File: config.mk
export PLATFORM = sky130hd
export DESIGN_NAME = uart_frame_sender
export DESIGN_NICKNAME = d
export VERILOG_FILES = /design/src/rtl/uart_frame_sender.sv
export SDC_FILE = /design/constraint.sdc
export NUM_CORES = 1
export LEC_CHECK = 0
export BUFFER_PORTS_ARGS = -buffer_cell sky130_fd_sc_hd__buf_4
export CELL_PAD_IN_SITES_DETAIL_PLACEMENT = 2
export CELL_PAD_IN_SITES_GLOBAL_PLACEMENT = 2
export CORE_UTILIZATION = 35
export CTS_CLUSTER_SIZE = 8
export DETAILED_ROUTE_END_ITERATION = 7
export GPL_TIMING_DRIVEN = 0
export HOLD_SLACK_MARGIN = 0.08
export PLACE_DENSITY_LB_ADDON = 0.08
export SETUP_SLACK_MARGIN = 0.2
export SYNTH_ARGS = -nofsm -noshare
export SYNTH_HDL_FRONTEND = slang
export SYNTH_SLANG_ARGS = --single-unit
File: constraint.sdc
create_clock -name sys_clk -period 2.89 [get_ports sys_clk]
set_clock_uncertainty 0.15 [all_clocks]
set_input_delay 0.578 -clock sys_clk [delete_from_list [all_inputs] [get_ports sys_clk]]
set_output_delay 0.578 -clock sys_clk [all_outputs]
set_load 0.02 [all_outputs]
File: src/rtl/uart_frame_sender.sv
// Framed UART burst sender: header, 16-bit length, FRAME_LEN FIFO payload bytes,
// optional checksum byte (compiled in with `define UART_FRAME_CHECKSUM_EN). Needs BAUD_DIV >= 2.
module uart_frame_sender #(
  parameter int          CLK_FREQ  = 200000000,
  parameter int          UART_BPS  = 115200,
  parameter int          FRAME_LEN = 405,
  parameter logic [7:0]  HDR0      = 8'hA5,
  parameter logic [7:0]  HDR1      = 8'h5A
) (
  input  logic       sys_clk,
  input  logic       sys_rst_n,
  input  logic       capture_busy,
  input  logic       force_start,
  input  logic       fifo_empty,
  output logic       fifo_rd_en,
  input  logic [7:0] fifo_dout,
  output logic       uart_txd,
  output logic       busy,
  output logic       frame_done,
  output logic       underrun
);

  localparam int             BAUD_DIV  = CLK_FREQ / UART_BPS;
  localparam int             CW        = (BAUD_DIV > 1) ? $clog2(BAUD_DIV) : 1;
  localparam logic [CW-1:0]  BAUD_LAST = CW'(BAUD_DIV - 1);
  localparam logic [15:0]    FLEN      = 16'(FRAME_LEN);
  localparam logic [15:0]    PAY_LAST  = 16'(FRAME_LEN - 1);

  typedef enum logic [2:0] {
    S_IDLE,
    S_HDR0,
    S_HDR1,
    S_LENH,
    S_LENL,
    S_PAY,
`ifdef UART_FRAME_CHECKSUM_EN
    S_CSUM,
`endif
    S_DONE
  } state_t;

  state_t          state_q, state_d;
  logic [CW-1:0]   baud_q, baud_d;
  logic [3:0]      bit_q, bit_d;     // 0 start, 1..8 data, 9 stop
  logic [7:0]      byte_q, byte_d;
  logic [7:0]      nxt_q, nxt_d;     // prefetched payload byte
  logic [15:0]     pay_q, pay_d;
  logic            under_q, under_d;
  logic            pend_q, pend_d;   // fifo_dout valid this cycle
  logic            txd_q, txd_d;
  logic            cap_q, cap_d;
`ifdef UART_FRAME_CHECKSUM_EN
  logic [7:0]      csum_q, csum_d;
`endif

  logic       trig, bit_wrap, byte_end, fetch_slot;
  logic [7:0] pay_byte;
  logic [2:0] didx;

  always_comb begin
    state_d    = state_q;
    baud_d     = baud_q;
    bit_d      = bit_q;
    byte_d     = byte_q;
    nxt_d      = nxt_q;
    pay_d      = pay_q;
    under_d    = under_q;
    pend_d     = 1'b0;
    cap_d      = capture_busy;
`ifdef UART_FRAME_CHECKSUM_EN
    csum_d     = csum_q;
`endif
    trig       = (cap_q & ~capture_busy) | force_start;
    bit_wrap   = (baud_q == BAUD_LAST);
    byte_end   = bit_wrap && (bit_q == 4'd9);
    pay_byte   = pend_q ? fifo_dout : nxt_q;
    fetch_slot = ((state_q == S_LENL) || (state_q == S_PAY && pay_q != PAY_LAST)) &&
                 (bit_q == 4'd9) && (baud_q == '0);
    fifo_rd_en = fetch_slot & ~fifo_empty;

    // Missing payload bytes are replaced by 0x00 and flagged.
    if (fetch_slot) begin
      pend_d = ~fifo_empty;
      if (fifo_empty) begin
        nxt_d   = 8'h00;
        under_d = 1'b1;
      end
    end
    if (pend_q) nxt_d = fifo_dout;

    case (state_q)
      S_IDLE: begin
        if (trig) begin
          state_d = S_HDR0;
          byte_d  = HDR0;
          baud_d  = '0;
          bit_d   = 4'd0;
          under_d = 1'b0;
`ifdef UART_FRAME_CHECKSUM_EN
          csum_d  = 8'h00;
`endif
        end
      end
      S_DONE: state_d = S_IDLE;
      default: begin
        baud_d = bit_wrap ? '0 : baud_q + 1'b1;
        if (bit_wrap) bit_d = bit_q + 4'd1;
        if (byte_end) begin
          bit_d = 4'd0;
          case (state_q)
            S_HDR0: begin state_d = S_HDR1; byte_d = HDR1; end
            S_HDR1: begin state_d = S_LENH; byte_d = FLEN[15:8]; end
            S_LENH: begin state_d = S_LENL; byte_d = FLEN[7:0]; end
            S_LENL: begin state_d = S_PAY;  byte_d = pay_byte; pay_d = 16'd0; end
            S_PAY: begin
              if (pay_q == PAY_LAST) begin
`ifdef UART_FRAME_CHECKSUM_EN
                state_d = S_CSUM;
                byte_d  = csum_q;
`else
                state_d = S_DONE;
`endif
              end else begin
                byte_d = pay_byte;
                pay_d  = pay_q + 16'd1;
              end
            end
            default: state_d = S_DONE;
          endcase
        end
      end
    endcase

`ifdef UART_FRAME_CHECKSUM_EN
    // Sum each byte as it is loaded, so the CSUM byte is ready at the last payload wrap.
    if (byte_end && (state_d == S_LENH || state_d == S_LENL || state_d == S_PAY))
      csum_d = csum_q + byte_d;
`endif

    didx = bit_d[2:0] - 3'd1;
    if (state_d == S_IDLE || state_d == S_DONE) txd_d = 1'b1;
    else if (bit_d == 4'd0)                      txd_d = 1'b0;
    else if (bit_d == 4'd9)                      txd_d = 1'b1;
    else                                         txd_d = byte_d[didx];
  end

  always_ff @(posedge sys_clk or negedge sys_rst_n) begin
    if (!sys_rst_n) begin
      state_q <= S_IDLE;
      baud_q  <= '0;
      bit_q   <= 4'd0;
      byte_q  <= 8'h00;
      nxt_q   <= 8'h00;
      pay_q   <= 16'd0;
      under_q <= 1'b0;
      pend_q  <= 1'b0;
      txd_q   <= 1'b1;
      cap_q   <= 1'b0;
`ifdef UART_FRAME_CHECKSUM_EN
      csum_q  <= 8'h00;
`endif
    end else begin
      state_q <= state_d;
      baud_q  <= baud_d;
      bit_q   <= bit_d;
      byte_q  <= byte_d;
      nxt_q   <= nxt_d;
      pay_q   <= pay_d;
      under_q <= under_d;
      pend_q  <= pend_d;
      txd_q   <= txd_d;
      cap_q   <= cap_d;
`ifdef UART_FRAME_CHECKSUM_EN
      csum_q  <= csum_d;
`endif
    end
  end

  assign uart_txd   = txd_q;
  assign busy       = (state_q != S_IDLE) && (state_q != S_DONE);
  assign frame_done = (state_q == S_DONE);
  assign underrun   = under_q;

endmodule

### Yosys cells after proc, flatten, opt, wreduce, memory -nomap -nowiden

Cells that the tools add are included.

| word-level totals | value |
|---|---|
| logic and storage cells | 89 |
| bits in registers | 54 |
| output and inout port bits | 5 |
| bits of input ports | 13 |

| cells by class | value |
|---|---|
| equality and inequality tests | 15 |
| bitwise gates (word level) | 7 |
| mux-type cells | 33 |
| reduce and logical (&&, ||, !) cells | 19 |
| $lt $le $gt $ge | 1 |
| $add $sub $neg | 4 |

Operators by type and width:

| cell | count |
|---|---|
| 2-to-1 mux 8 bit | 7 |
| case mux 8 bit (5 select lines) | 1 |
| case mux 16 bit (2 select lines) | 1 |
| 2-to-1 mux 11 bit | 2 |
| case mux 11 bit (2 select lines) | 1 |
| adder 16 x 1 -> 16 bit (second input constant) | 1 |
| == test 16 x 9 -> 1 bit (second input constant) | 1 |
| 2-to-1 mux 16 bit | 1 |
| != test 16 x 9 -> 1 bit (second input constant) | 1 |
| case mux 8 bit (2 select lines) | 1 |
| case mux 3 bit (5 select lines) | 1 |
| == test 3 bit (second input constant) | 4 |
| 2-to-1 mux 4 bit | 3 |
| adder 11 x 1 -> 11 bit (second input constant) | 1 |
| == test 11 bit (second input constant) | 1 |
| logical NOT 11 bit | 1 |
| 2-to-1 mux 1 bit | 9 |
| 2-to-1 mux 3 bit | 3 |
| == test 4 bit (second input constant) | 2 |
| case mux 4 bit (2 select lines) | 1 |
| == test 3 x 2 -> 1 bit (second input constant) | 2 |
| logical NOT 3 bit | 2 |
| case mux 3 bit (2 select lines) | 1 |
| nonzero test 2 bit | 3 |
| other kinds (17) | 28 |

### Longest topological paths before layout

Gate-level depths: netlist (run 1).

| logic depth | value |
|---|---|
| word-level depth | 11 |
| depth in mapped cells | 13 |
| depth with buffers taken out | 12 |

### Least setup slack after synthesis (run 1)

OpenSTA, ideal clock, no wires.

| path | value |
|---|---|
| kind | register to register |
| start point | register state_q[0] |
| end point | register txd_q (netlist: uart_txd) |
| path buffers | 2 |
| setup time | 0.086 ns |
| arrival | 2.822 ns |
| required time | 2.654 ns |
| period minus slack after synthesis | 3.058 ns |
| cell stages (with the launch flop) | 12 |
| slack | -0.168 ns |
| cell sequence | dfrtp_1 -> buf_4 -> or3_4 -> o32ai_1 -> clkbuf_1 -> o21ai_0 -> o21ai_0 -> inv_1 -> ha_1 -> nor4_1 -> nor4b_2 -> o31ai_2 |

| on the way | value |
|---|---|
| elaborated cells on any way between the ends | 27 |
| classes of those cells | add/sub: 1; eq/ne: 8; mux: 14; reduce/logical: 4 |

RTL lines:

| element | RTL line | source |
|---|---|---|
| start, declared | 42 | `state_t state_q, state_d;` |
| start signal, assigned | 163 | `state_q <= state_d;` |
| == test 3 bit / logical NOT 3 bit (equally long branches) | 91 | `case (state_q)` |
| case mux 4 bit (2 select lines) (*) | 91 |  |
| named net bit_d[1] | 44 | `logic [3:0] bit_q, bit_d;` |
| subtractor 3 x 1 -> 3 bit | 140 | `didx = bit_d[2:0] - 3'd1;` |
| binary-select mux 1 bit (select 3 bit) | 144 | `else txd_d = byte_d[didx];` |
| 2-to-1 mux 1 bit (implied by the code) | 144 |  |
| 2-to-1 mux 1 bit | 143 | `else if (bit_d == 4'd9) txd_d = 1'b1;` |
| 2-to-1 mux 1 bit (*) | 142 | `else if (bit_d == 4'd0) txd_d = 1'b0;` |
| 2-to-1 mux 1 bit (*) | 141 | `if (state_d == S_IDLE \|\| state_d == S_DONE) txd_d = 1'b1;` |
| named net txd_d | 50 | `logic txd_q, txd_d;` |
| end signal, assigned | 171 | `txd_q <= txd_d;` |
| end, declared | 50 |  |

The timed path passes the listed nets; every way through them passes the cells marked *. The select of a mux whose other input is x is not followed.
A chain may end at the register's enable or synchronous reset.

### Worst setup path after layout (run 1)

Ends and elaborated chain as after synthesis.

==> results of run 1 <==
[power groups by stage]
stage | Combinational (uW) | Sequential, uW | Clock [uW]
6_report | 329 | 932 | 451
4_1_cts | 298 | 916 | 460
2_1_floorplan | 180 | 906 | 0
5_1_grt | 370 | 945 | 479
3_5_place_dp | 272 | 930 | 0
3_3_place_gp | 257 | 926 | 0
[cell usage in the layout, fill, tap and decap left out, types with 8 or more instances in the layout]
cell and count:
inv_1 11, nor2_1 35, a21oi_1 15, clkbuf_8 8, a22o_1 8, and3_1 10
o21ai_0 30, dfrtp_1 50, nand2_1 35, buf_4 54, nand3_1 14
[through the flow]
stage          setup WS, ps  setup TNS [ps]  total power (uW)  hold slack (ps)
3_3_place_gp           -679           -1850              1180              328
3_5_place_dp           -818           -2990              1200              332
5_1_grt               -94.5            -153              1790              212
6_report              -38.4           -38.4              1710              158
4_1_cts                68.7               0              1670              193
2_1_floorplan           155               0              1090              132
[cell families (layout without fill, tap and decap cells)]
kind of cell,Yosys count,in the layout,share of synthesized area [%]
XOR/XNOR,13,13,3.48
adder cells (fa/ha/maj),8,8,3.06
AND/OR/NAND/NOR,159,159,27.7
multiplexers,8,8,2.48
flip-flops,54,54,41.3
AO/OA/AOI/OAI,91,91,18.5
buffers and inverters,29,92,3.44
[what timing repair did]
item,in CTS,in global routing
setup buffers,29,9
setup endpoints to repair,24,16
pin swaps,19,13
gates resized for setup,40,25
[layout make-up]
cell class	count	area share (%)
flip-flops and latches	54	31.9
multi-input cells	279	49.2
clock inverters	2	0.324
clock buffers	6	1.71
repair buffers	55	9.98
well taps	108	3.18
inverters	15	1.35
plain buffers	14	2.36
[per-layer routing]
layer | up-vias | share of wire, % | track usage [%]
li1 | 1450 | - | -
met2 | 36 | 50 | 42.9
met4 | 0 | 2.0 | 7.35
met3 | 18 | 2.1 | 3.55
met5 | - | 0 | 0
met1 | 1617 | 46 | 32.6
[worst max-delay path by stage]
stage                          start        to  slack [ps]
after floorplan           state_q[0]  uart_txd         150
after global placement    state_q[2]  uart_txd        -680
after detailed placement  state_q[2]  uart_txd        -820
after CTS                  baud_q[0]  uart_txd          70
after global routing      state_q[0]  uart_txd         -90
final                     state_q[0]  uart_txd         -40
[registers in the layout, summed over array words and instances, names as in the netlist]
name and count:
underrun 1, bit_q 4, state_q 3, nxt_q 8
pend_q 1, byte_q 8, pay_q 16, baud_q 11
cap_q 1, uart_txd 1
==> run summary, run 1 <==
The area growth from synthesis to layout is 29.8%. The number of setup violations in the final report is 1. Counting buffers and inverters, the worst setup path is 10 cells deep. The clock tree synthesis step divided the H-tree into 2 levels. The floorplan has 34 rows. The logs give 0 for the Yosys warning count and 320 ps for the clock latency on the worst-skew pair. The run finished, with violations left. Across the whole layout, storage elements account for 1360 um2. For the pin with the worst max-slew slack, the measured transition is 739 ps.

The synthesized netlist occupies a cell area of 3270 um2. The core box area is 8890 um2. The layout filler cell count came out at 939. The cell at the slowest stage of the critical path is or3_4. Synthesis produced 362 cells.

Across all register-to-register paths, the minimum setup slack is -40 ps. The tools report the leakage power total as 0.00180 uW. For the number of failing hold endpoints at the final stage, the log shows 0. Initial antenna violation count: 0. The length of the first detailed-routing pass in iterations was 4. After detailed placement, the design holds a cell count of 487. The tools report the antenna diode count as 0. Kind of end point of the critical path: a flip-flop. The quantity of hold-fixing buffers added after cts came out at 0. The number of buffers and inverters on the critical path is 2, and the post-place instance area is 3600 um2. The initial utilization of the core area, before any placement, comes to 36.8%.

The clock-pin slew of the registers on the worst-case setup and hold paths came out at 110 ps. Count of antenna-violating nets left after detailed routing: 0. The arrival time of the worst setup path is 2990 ps, and the required time of the worst setup path is 2950 ps.

After the last flow step, the layout net total stands at 445. The TritonCTS sink count was 54. Along the worst path, the maximum fanout reaches 5. For the via count of the first global-routing pass, the log shows 3,397.

Detailed placement ended at an HPWL of 7.41 mm. The internal power component was 1150 uW; the clock group share of total power was 26.4%. The number of vias per cell after detailed routing was 5.86; the highest clock rate was 0.341 GHz. The number of cells on the worst reg-to-reg path is 10.

The area of all placed cells without fillers was 4250 um2; the number of I/O port buffers was 17. Counting instances in the post-synthesis netlist gives the leading cell types as dfrtp_1 (53), nor2_1 (38), nand2_1 (35), o21ai_0 (32), a21oi_1 (18). The chip height was 98.7 um; the die width was 98.7 um.

The post-route netlist has 29.2% of its cells at a drive strength greater than 1. The max-cap check violation count came out at 0. Setup repair after global routing could not meet its margin everywhere. In this run the count of I/O pins placed on the die edge is 18. Counting distinct cell types in the post-synthesis netlist gives 63. Worst min-delay path class: input port to asynchronous set/reset pin. The global-route wire length before repair came out at 18.7 mm. The synthesized netlist net count came out at 383. The switching share of power came out at 32.7%. CTS placed an instance of clkbuf_8 at the clock tree root. In this run the tightest slew margin relative to its limit is 50.8%.

The dominant synthesized flop cell is dfrtp_1. For this block, the routed nets add up to 11.6 mm of wire. The post-layout worst setup margin is -38.4 ps, and the overall global routing resource usage is 24.9%. The congestion estimate from routability-driven global placement came to 0.754.

The area fraction of the dominant cell type after synthesis came out at 40.5%. Broken down by cell family, the worst path's largest delay share belongs to simple AND/OR/NAND/NOR gates. For this block, the initial DRC count from the detailed router was 116. The final max-slew violation count came out at 0. The CTS buffer count came out at 5. The startpoint kind of the worst setup timing path was a flip-flop. The total net switching power is 559 uW. By area the synthesized netlist is led by dfrtp_1 (41%), o21ai_0 (4.9%), nor2_1 (4.4%). The peak per-stage delay on the critical path was 410 ps. The worst register-to-register path ends at uart_txd. The critical path start-end classification is flip-flop to flip-flop. The routed layout has 3,121 vias.

The average cell area after synthesis was 9.05 um2. The die covers 9750 um2. Of the total power, registers draw 54.5%. For the deepest clock path buffer count, the log shows 2. In the final routed layout, each cell accounts on average for 21.8 um. The launching point of the worst reg2reg path is state_q[0].

VDD sags by at most 183 uV. TritonCTS built the clock tree. Cells fill 47.8% of the core in the end.

Final cell count without fillers: 533. The minimum clock period came out at 2930 ps. Most area-hungry cell type in the Yosys netlist: dfrtp_1.

The multi-input combinational cells in the finished layout cover a total of 2090 um2. The critical path goes through buf_6 > or3_4 > o32a_4 > and3_4 > nor2_4 > inv_2 > ha_2 > xnor2_1 > nor4b_2 > o31ai_2. In this run, synthesis inferred 0 flip-flops with an integrated enable. Share of synthesized flip-flops with an asynchronous set or reset: 100%. After layout, the worst path uses 101% of the clock period.

After synthesis, flip-flops and latches occupy 41.3% of the total area. Largest net degree at the start of global routing: 55. The post-synthesis sequential element count was 54; the power density over cell area was 403 nW/um2. Among all cell types in the netlist, the one instantiated most often is dfrtp_1. Per report_power, the combinational group accounts for 19.2% of the total.

In the routed design, unresolved DRC markers number 0. For the residual overflow from global routing, the log shows 0. The final reports fail on setup timing.
No activity file was read; power rests on OpenSTA's default activity.
==> inputs of run 2 (changes only) <==
--- a/config.mk
+++ b/config.mk
@@ -9,6 +9,7 @@
 export CELL_PAD_IN_SITES_DETAIL_PLACEMENT = 2
 export CELL_PAD_IN_SITES_GLOBAL_PLACEMENT = 2
 export CORE_UTILIZATION = 35
+export CTS_BUF_LIST = sky130_fd_sc_hd__clkbuf_4 sky130_fd_sc_hd__clkbuf_8 sky130_fd_sc_hd__clkbuf_16
 export CTS_CLUSTER_SIZE = 8
 export DETAILED_ROUTE_END_ITERATION = 7
 export GPL_TIMING_DRIVEN = 0
==> run summary, run 2 (synthesis gave the netlist of run 1 again) <==
The cell row count was 34 (unchanged); the core box area was 8890 um2 (unchanged). The startpoint kind of the worst setup timing path is a flip-flop (unchanged). TritonCTS built the clock tree. The total via count after detailed routing is 3,133 (was 3,121), and the final cell count without fillers is 533 (unchanged).

The final weighted congestion of routability-driven global placement is 0.754 (unchanged). The number of placed instances with taps included is 487 (unchanged). The run gives 0.00181 uW (was 0.00180 uW) as the leakage power total. The logs give 938 (was 939) for the layout filler cell count and 9750 um2 (unchanged) for the total die area. Most frequent cells in the layout: buf_4 (54), dfrtp_1 (50), nor2_1 (36) (was buf_4 (54), dfrtp_1 (50), nand2_1 (35), nor2_1 (35), o21ai_0 (30)). For the highest clock rate, the log shows 0.345 GHz (was 0.341 GHz). The post-layout worst setup margin is -7.86 ps (was -38.4 ps).

The highest fanout seen on the critical path was 5 (unchanged). The logs give 0 (unchanged) for the residual overflow from global routing and 43.0% (was 42.9%) for the met2 demand-to-capacity share in global routing. Top flop regs: pay_q x16, baud_q x11 (unchanged). The final worst-path cycle share is 100% (was 101%), and the number of setup violations in the final report is 1 (unchanged). The number of flip-flops under the largest register name is 16 (unchanged). The initial core utilization is 36.8% (unchanged), and the die width is 98.7 um (unchanged). The number of I/O port buffers was 17 (unchanged); the number of ports placed on the die boundary was 18 (unchanged). The run gives 0 (unchanged) as the quantity of hold-fixing buffers added after cts.

The number of vias per cell after detailed routing is 5.88 (was 5.86), and the count of H-tree levels built during CTS is 2 (unchanged). The global-route wire length before repair was 18.7 mm (about the same). The power density over cell area came out at 405 nW/um2 (was 403 nW/um2). The tools report the buffer type at the clock tree root as clkbuf_8 (unchanged). The layout overhead on the synthesized area was 29.7% (was 29.8%). Global routing's busiest layer: met2 (unchanged). The leading cell type in the layout, fill and taps excluded was buf_4 (unchanged). The tools report the setup slack after placement as -818 ps (unchanged). For the via count of the first global-routing pass, the log shows 3,399 (was 3,397). Setup repair after global routing could not meet its margin everywhere.

The critical path start-end classification was flip-flop to flip-flop (unchanged). Crit path cell chain: buf_6 > or3_4 > o32a_4 > and3_4 > nor2_4 > inv_2 > ha_2 > xnor2_1 > nor4b_2 > o31ai_2 (unchanged). The maximum vdd ir drop was 181 uV (was 183 uV); the routed length per instance was 21.8 um (about the same). The worst max-slew margin expressed relative to the limit was 51.0% (was 50.8%). The flow ran to the end, but the final reports show violations. The minimum clock period is 2900 ps (was 2930 ps), and the length of the first detailed-routing pass in iterations is 4 (unchanged). For the half-perimeter wire length of the detailed placement result, the log shows 7.41 mm (unchanged). The CTS buffer count was 5 (unchanged); the post-place instance area was 3600 um2 (unchanged).

The run gives 24.9% (unchanged) as the overall global routing resource usage. For the wire length reported by the detailed router, the log shows 11.6 mm (about the same). The tools report the kind of end point of the critical path as a flip-flop (unchanged).

Peak per-stage delay on the critical path: 410 ps (about the same). Required time of the worst setup path: 2960 ps (was 2950 ps). The run gives 0 (unchanged) as the number of failing hold endpoints at the final stage. The top register by number of flip-flops was pay_q (unchanged). The logs give 0 (unchanged) for the max-cap check violation count and 1360 um2 (unchanged) for the footprint of the flip-flops and latches.

For the area of all placed cells without fillers, the log shows 4250 um2 (about the same). Cell at the slowest stage of the critical path: dfrtp_1 (was or3_4). The run gives 2960 ps (was 2990 ps) as the arrival time of the worst setup path. Failing checks: setup timing (unchanged).

The antenna diode count is 0 (unchanged). The fraction of final layout cells with drive strength greater than 1 was 28.9% (was 29.2%). For the number of nets at the end of the flow, the log shows 445 (unchanged).

The clock latency on the worst-skew pair is 320 ps (about the same), and the count of antenna-violating nets left after detailed routing is 0 (unchanged). The area of combinational cells with multiple inputs was 2080 um2 (was 2090 um2); the TritonCTS sink count was 54 (unchanged). The number of remaining DRC errors was 0 (unchanged); the clock-pin slew of the registers on the worst-case setup and hold paths was 110 ps (about the same).

The deepest clock path buffer count is 2 (unchanged). The largest net degree at the start of global routing is 55 (unchanged), and the initial antenna violation count is 0 (unchanged). The chip height came out at 98.7 um (unchanged).

For the final max-slew violation count, the log shows 0 (unchanged). Initial DRC count: 97 (was 116). The worst min-delay path class was input port to asynchronous set/reset pin (unchanged).

The logs give 3.55% (unchanged) for the routing usage on met3 and 32.5% (was 32.6%) for the global-route met1 utilization. The transition time of the tightest slew-check pin is 734 ps (was 739 ps).
run 2: cell counts in the layout (fill, tap and decap cells not counted):
Identical to the previous run, type by type.
run 2: critical path, delay by kind of cell (launching register included):
family / cells / cell delay (ps)
compound gates: 2 / 710
xor+xnor: 1 / 150
fa+ha+maj: 1 / 210
buf+inv: 2 / 250
flops: 1 / 410
simple gates: 4 / 930
run 2: timing repair:
item	in CTS	in global routing
endpoints found under the setup margin	24	16
pin swaps	19	13
gates resized for setup	40	23
setup buffers	29	9
run 2: area by class of cell:
cell class,count,share of cell area [%]
repair buffers,55,9.99
inverters,15,1.35
multi-input cells,279,49.1
well taps,108,3.18
flip-flops and latches,54,31.9
plain buffers,14,2.36
clock inverters,2,0.324
clock buffers,6,1.80
run 2: metal layers:
metal | share of wire [%] | wire length (um)
met5 | 0 | 0
met4 | 2.2 | 254
met3 | 2.3 | 269
met2 | 50 | 5810
met1 | 45 | 5260
run 2: power breakdown:
| part | switching, uW | total [uW] | internal (uW) | leakage [uW] |
|---|---|---|---|---|
| clock | 278 | 460 | 182 | 0.0000486 |
| combinational | 174 | 327 | 153 | 0.00107 |
| sequential | 105 | 933 | 827 | 0.000693 |
run 2: final timing paths:
check,end,start,slack (ps),cells after the start
worst min register to register,nxt_q[4],nxt_q[4],360,1
worst max register to register,uart_txd,state_q[0],-8,10
worst max-delay path,uart_txd,state_q[0],-8,10
max in group asynchronous,pay_q[5],sys_rst_n,1900,1
worst min-delay path,baud_q[5],sys_rst_n,160,1
min in group sys_clk,cap_q,capture_busy,220,1
run 2: stage by stage:
stage	TNS (ps)	total power (uW)	hold WS, ps	util, %
after floorplan	0	1090	132	-
after global placement	-1850	1180	328	40.5
after detailed placement	-2990	1200	332	40.5
after CTS	0	1680	193	46.1
after global routing	-122	1800	212	47.8
final	-7.86	1720	157	47.8
